## src/rtl/btb_read_unit.sv

```systemverilog
`timescale 1ns/1ps
// btb_read_unit
// Read-side lookup for the 2-way set-associative branch target buffer.
// The tag compare and hit selection are combinational so fetch sees the
// prediction in the same cycle. Registered copies of the result and
// saturating lookup/hit counters feed the fetch pipeline and the
// performance monitors.
//
// Entry layout inside each 64-bit way:
//   [63]    valid
//   [62:36] tag
//   [35:4]  target
//   [3:2]   2-bit saturating-counter state (bit 3 = taken)
//   [1:0]   reserved
module btb_read_unit (
  input  logic         clk,
  input  logic         rst_n,
  input  logic [127:0] read_set,
  input  logic [7:0]   LRU,
  input  logic [26:0]  read_tag,
  input  logic [2:0]   read_index,
  input  logic         lookup_en,
  output logic         next_LRU_read,
  output logic         valid,
  output logic         predictedTaken,
  output logic [31:0]  target,
  output logic         valid_q,
  output logic         predictedTaken_q,
  output logic         next_LRU_q,
  output logic [31:0]  target_q,
  output logic [15:0]  lookup_cnt,
  output logic [15:0]  hit_cnt
);

  localparam logic [15:0] CNT_MAX = 16'hFFFF;

  // Unpacked view of one way, so the select logic reads in field names.
  typedef struct packed {
    logic        vld;
    logic [26:0] tag;
    logic [31:0] tgt;
    logic [1:0]  state;
    logic [1:0]  rsvd;
  } btb_entry_t;

  btb_entry_t way1_entry;
  btb_entry_t way2_entry;
  logic       way1_hit;
  logic       way2_hit;

  // Reserved bits are carried in the entry but never consulted.
  logic       unused_rsvd;

  assign way1_entry  = btb_entry_t'(read_set[127:64]);
  assign way2_entry  = btb_entry_t'(read_set[63:0]);
  assign unused_rsvd = ^{way1_entry.rsvd, way2_entry.rsvd};

  // Per-way hit detection: an invalid entry never hits, whatever its tag.
  always_comb begin
    way1_hit = way1_entry.vld && (way1_entry.tag == read_tag);
    way2_hit = way2_entry.vld && (way2_entry.tag == read_tag);
  end

  // Hit select with way1 priority; the hit way becomes most recently used
  // (LRU bit points at the other way), a miss leaves the set's LRU bit alone.
  always_comb begin
    valid          = 1'b0;
    predictedTaken = 1'b0;
    target         = 32'h0;
    next_LRU_read  = LRU[read_index];
    if (way1_hit) begin
      valid          = 1'b1;
      predictedTaken = way1_entry.state[1];
      target         = way1_entry.tgt;
      next_LRU_read  = 1'b0;
    end else if (way2_hit) begin
      valid          = 1'b1;
      predictedTaken = way2_entry.state[1];
      target         = way2_entry.tgt;
      next_LRU_read  = 1'b1;
    end
  end

  logic        valid_d;
  logic        predictedTaken_d;
  logic        next_LRU_d;
  logic [31:0] target_d;
  logic [15:0] lookup_cnt_d;
  logic [15:0] hit_cnt_d;
  logic [15:0] lookup_cnt_q;
  logic [15:0] hit_cnt_q;

  // Next-state for the captured result and the saturating counters;
  // everything holds when the lookup is not qualified.
  always_comb begin
    valid_d          = valid_q;
    predictedTaken_d = predictedTaken_q;
    next_LRU_d       = next_LRU_q;
    target_d         = target_q;
    lookup_cnt_d     = lookup_cnt_q;
    hit_cnt_d        = hit_cnt_q;
    if (lookup_en) begin
      valid_d          = valid;
      predictedTaken_d = predictedTaken;
      next_LRU_d       = next_LRU_read;
      target_d         = target;
      if (lookup_cnt_q != CNT_MAX) begin
        lookup_cnt_d = lookup_cnt_q + 16'd1;
      end
      if (valid && (hit_cnt_q != CNT_MAX)) begin
        hit_cnt_d = hit_cnt_q + 16'd1;
      end
    end
  end

  // State registers, cleared asynchronously while rst_n is low.
  always_ff @(posedge clk or negedge rst_n) begin
    if (!rst_n) begin
      valid_q          <= 1'b0;
      predictedTaken_q <= 1'b0;
      next_LRU_q       <= 1'b0;
      target_q         <= 32'h0;
      lookup_cnt_q     <= 16'h0;
      hit_cnt_q        <= 16'h0;
    end else begin
      valid_q          <= valid_d;
      predictedTaken_q <= predictedTaken_d;
      next_LRU_q       <= next_LRU_d;
      target_q         <= target_d;
      lookup_cnt_q     <= lookup_cnt_d;
      hit_cnt_q        <= hit_cnt_d;
    end
  end

  assign lookup_cnt = lookup_cnt_q;
  assign hit_cnt    = hit_cnt_q;

endmodule

```

## config.mk

```make
export PLATFORM = sky130hd
export DESIGN_NAME = btb_read_unit
export DESIGN_NICKNAME = d
export VERILOG_FILES = /design/src/rtl/btb_read_unit.sv
export SDC_FILE = /design/constraint.sdc
export NUM_CORES = 1
export LEC_CHECK = 0
export CAP_MARGIN = 20
export CELL_PAD_IN_SITES_DETAIL_PLACEMENT = 1
export CELL_PAD_IN_SITES_GLOBAL_PLACEMENT = 1
export CORE_MARGIN = 1.5
export CORE_UTILIZATION = 23
export CTS_BUF_LIST = sky130_fd_sc_hd__clkbuf_4 sky130_fd_sc_hd__clkbuf_8
export DETAILED_ROUTE_END_ITERATION = 6
export PLACE_DENSITY = 0.83
export SLEW_MARGIN = 15
export SYNTH_ARGS = -nofsm -noshare
export SYNTH_HDL_FRONTEND = slang
export SYNTH_SLANG_ARGS = --single-unit
```

## constraint.sdc

```tcl
create_clock -name clk -period 2.9 [get_ports clk]
set_clock_uncertainty 0.1 [all_clocks]
set_input_delay 0.58 -clock clk [delete_from_list [all_inputs] [get_ports clk]]
set_output_delay 0.58 -clock clk [all_outputs]
set_load 0.01 [all_outputs]
```

-- Yosys cells after proc, flatten, opt, wreduce, memory -nomap -nowiden
Index checks and enable logic that the tools add are counted.
- flip-flop bits (word level): 67
- bits of input ports: 169
- output and inout port bits: 102
- word-level logic and storage cells: 28
- add/subtract/negate cells: 2
- $lt $le $gt $ge: 1
- equal/unequal tests: 4
- multiplexer cells: 10
- reduce and logical (&&, ||, !) cells: 5
- operators by type and width (kind ; number):
    32-bit two-way mux ; 2
    27-bit equality test ; 2
    16-bit by 1-bit adder with 16-bit output, second input constant ; 2
    16-bit inequality test, second input constant ; 2
    1-bit two-way mux ; 7
    3-bit by 4-bit < comparator with 1-bit output, second input constant ; 1
    2-bit AND reduction ; 2
    1-bit binary-select mux with 3-bit select ; 1
    1-bit logical AND ; 3

-- Longest topological paths before layout
- depth after elaboration: 6
- gate-level depth with buffers: 9
- gate-level depth less buffers: 8

-- Worst setup path after synthesis
No wires, ideal clock.
- path type: in2out
- start: in read_tag[9]
- end: out target[10]
- arrival: 2376 ps
- data required time: 2220 ps
- path slack: -156 ps
- stages on the path: 6
- buffers on the path: 1
- cell sequence: xnor2_1 -> nand4_1 -> or4_1 -> nor4_4 -> clkbuf_1 -> a22o_1
- longest elaborated chain between the ends: 4
- elaborated cells on any way between the ends: 6
- those cells by class: eq/ne: 2; mux: 2; reduce/logical: 2
- ends and longest elaborated chain (what ; line ; text):
    from (decl) ; 20 ; input logic [26:0] read_tag,
    27-bit equality test ; 61 ; way2_hit = way2_entry.vld && (way2_entry.tag == read_tag);
    1-bit logical AND ; 61 ;
    32-bit two-way mux ; 76 ; end else if (way2_hit) begin
    32-bit two-way mux * ; 71 ; if (way1_hit) begin
    to (decl) ; 26 ; output logic [31:0] target,
Every way passes the cells marked *; elsewhere a longest branch is shown, timed or not.

-- Worst setup path after layout
- start: in read_tag[13]
- end: out target[9]
Same word-level chain as after synthesis.

==> out/results.txt <==
Pin count of the biggest net entering global routing: 68
Clock buffer depth: 2
Yosys warning count: 0
Kind of critical path: in2out
Crit path largest cell delay: 580 ps
Antenna Violating Nets Remaining: 0
Switching share of power: 29.0%
Initial DRC Count: 68
Final Critical Period: 3270 ps
Vias per cell: 4.68
P&R area growth vs syn: 100%
CP Data Required Time: 2220 ps
Sequential Power Share: 43.5%
Met3 Usage GRT: 4.60%
Met2 usage: 36.5%
Combinational Power Share: 26.7%
Post-synthesis mux area share: 12.8%
Library cells used by synthesis: 30
Violated checks: negative setup slack
Simple-Gate Fraction of Synth Area: 12.9%
Via Count: 4136
Crit-path max FO: 8
Clock buffer count from CTS: 9
Nets: 832
Synth Area in XOR/XNOR: 19.0%
Port Buffers: 264
CTS tree: done
VDD IR max: 0.183 mV
Commonest non-fill, non-tap cell in the layout: clkdlybuf4s50_1
Share of layout cells above drive strength 1: 34.4%
Setup-failing EPs final: 35
Pre-CTS setup slack: -1200 ps
Top-level I/O count: 271
Crit path cell chain: buf_6, xnor2_1, nand4_1, or4_4, nor4_4, nor2_2, buf_6, clkbuf_16, a22o_1, buf_2
Seq/Total Area, Yosys: 44.5%
Number of synthesized register bits: 67
Initial antenna violation count: 1
Synth Instances: 327
Hold Vio Cnt, Final: 0
Crit path capture type: primary output
Post-Syn Nets: 498
Row count: 46
Worst hold-check path type: in2async
WP data arrival: 2590 ps
Worst Setup Start Kind: input pin
Area leader, netlist: dfrtp_1
Crit path max-delay cell type: or4_4
Worst setup margin: -366 ps
Hold-fix buffers, CTS: 0
Adder-cell share of the synthesized area: 0.664%
Drt drc: 0
Worst-path clk slew: 80 ps
RSZ-0062 raised after global routing: yes
X dimension of the die: 131 µm
Max_slew headroom: 69.8%
Top-area cell type share of the netlist area: 44.5%
H-tree lvl count: 3
Core Area: 15900 µm²
Final period util: 113%
RD Place Congestion: 0.820
CTS root buffer: clkbuf_8
Main combinational cell family by area after synthesis: XOR/XNOR gates
Number of global-route vias before repair: 4506
Global-route usage over all layers: 19.0%
Internal: 1.72 mW
Post-synthesis compound-gate area fraction: 8.20%
First-pass GRT wire length: 24300 µm
Pins Over Slew Limit: 0
Max Fclk: 306 MHz
Top post-synthesis cells by area: dfrtp_1 44%, xnor2_1 15%, mux2_2 11%
Worst slew pin tran: 453 ps
Wire length per cell: 19.0 µm
Most crowded layer after global routing: met2
Clk_lat worst skew: 360 ps
Commonest cells after routing, fill and taps aside: 156 x clkdlybuf4s50_1, 67 x dfrtp_1, 60 x buf_4, 49 x xnor2_1, 42 x buf_2
Most used cell, CP: buf_6
Clock Power Share: 29.8%
Max-cap check violation count: 0
GRT overflow: 0
Mean Syn Cell Area: 11.5 µm²
Initial Util: 23.7%
Switch Pwr: 703 µW
Clk sink count: 67
LEAKAGE: 3.60 nW
Outcome: finished, violations left
PwrDens: 321 nW/µm²
Netlist Area Pre-Place: 3770 µm²
Die Y: 131 µm
Dpl hpwl: 13300 µm
Final wirelength: 16700 µm
Die area: 17200 µm²
Global routing usage on met1: 19.6%
Total Power: 2.43 mW
TritonRoute pass-1 iters: 4
==> path summary, 6_finish.rpt <==
check	from	slack (ps)	end	depth (start not counted)
max	read_tag[13]	-370	target[9]	10
min	rst_n	130	target_q[0]	2
max reg2reg	hit_cnt[7]	610	hit_cnt[1]	7
min reg2reg	lookup_cnt[12]	390	lookup_cnt[12]	1
max in group asynchronous	rst_n	2270	target_q[14]	2
min in group clk	lookup_cnt[12]	390	lookup_cnt[12]	1
==> cells in the mapped netlist (all sizes together) <==
cell	count
nand4	28
nor4	5
and3	10
o21a	2
or4	1
xnor2	64
inv	2
nand2	9
nand2b	1
dfrtp	67
and4	4
mux2i	1
nor2b	1
xor2	18
mux2	38
nand4b	1
nand3	10
mux4	2
ha	2
nor2	9
a22o	33
a21oi	1
and2	3
clkbuf	9
buf	6
==> registers in the layout, summed over array words and instances, names as in the netlist <==
signal,cells
next_LRU_q,1
valid_q,1
predictedTaken_q,1
target_q,32
hit_cnt,16
lookup_cnt,16
==> through the flow <==
stage          area [µm²]  hold WS [ps]  setup TNS [ps]  cells  util [%]
2_1_floorplan        3770           184               0    327         -
3_3_place_gp         7050           375          -59330    843      44.2
3_5_place_dp         7050           388          -67020    843      44.2
4_1_cts              7300           125          -11770    873      45.8
5_1_grt              7550           140          -13950    883      47.4
6_report             7550           133          -10090    883      47.4
==> critical path: cells and delay by family <==
kind                      cells  cell delay, ps
buffers and inverters         4             570
and+or+nand+nor               4            1010
xor gates and xnor gates      1             200
AOI/OAI and AO/OA             1             210
==> layer usage <==
layer  part of all wire (%)  wire length [µm]
met5                      0                 0
met4                    3.1               517
met3                    5.8               974
met2                     56              9400
met1                     35              5840
==> timing repair <==
action | 4_1_cts | 5_1_grt
pin swaps | 40 | 41
buffers inserted | 13 | 11
gates cloned | 1 | 3
resized for setup | 335 | 49
endpoints found under the setup margin | 83 | 44
==> cell type report <==
cell class	instances	area (µm²)
Clock buffer	10	138
Antenna cell	1	2.50
Inverter	2	7.51
Fill cell	1758	8390
Multi-Input combinational cell	243	2250
Clock inverter	6	40.0
Sequential cell	67	1680
Tap cell	216	270
Timing Repair Buffer	338	3160
==> cells by family after synthesis <==
logic type / count (synthesis)
fa+ha+maj: 2
xor+xnor: 82
buf+inv: 17
flops: 67
compound gates: 36
mux: 41
simple gates: 82
==> power groups by stage <==
stage | clock (mW) | combinational [mW] | sequential (mW)
after detailed placement | 0 | 0.641 | 1.07
after global placement | 0 | 0.625 | 1.07
final | 0.724 | 0.647 | 1.06
after global routing | 0.797 | 0.699 | 1.07
after CTS | 0.763 | 0.639 | 1.06
after floorplan | 0 | 0.177 | 1.08
No activity file was read; power rests on OpenSTA's default activity.
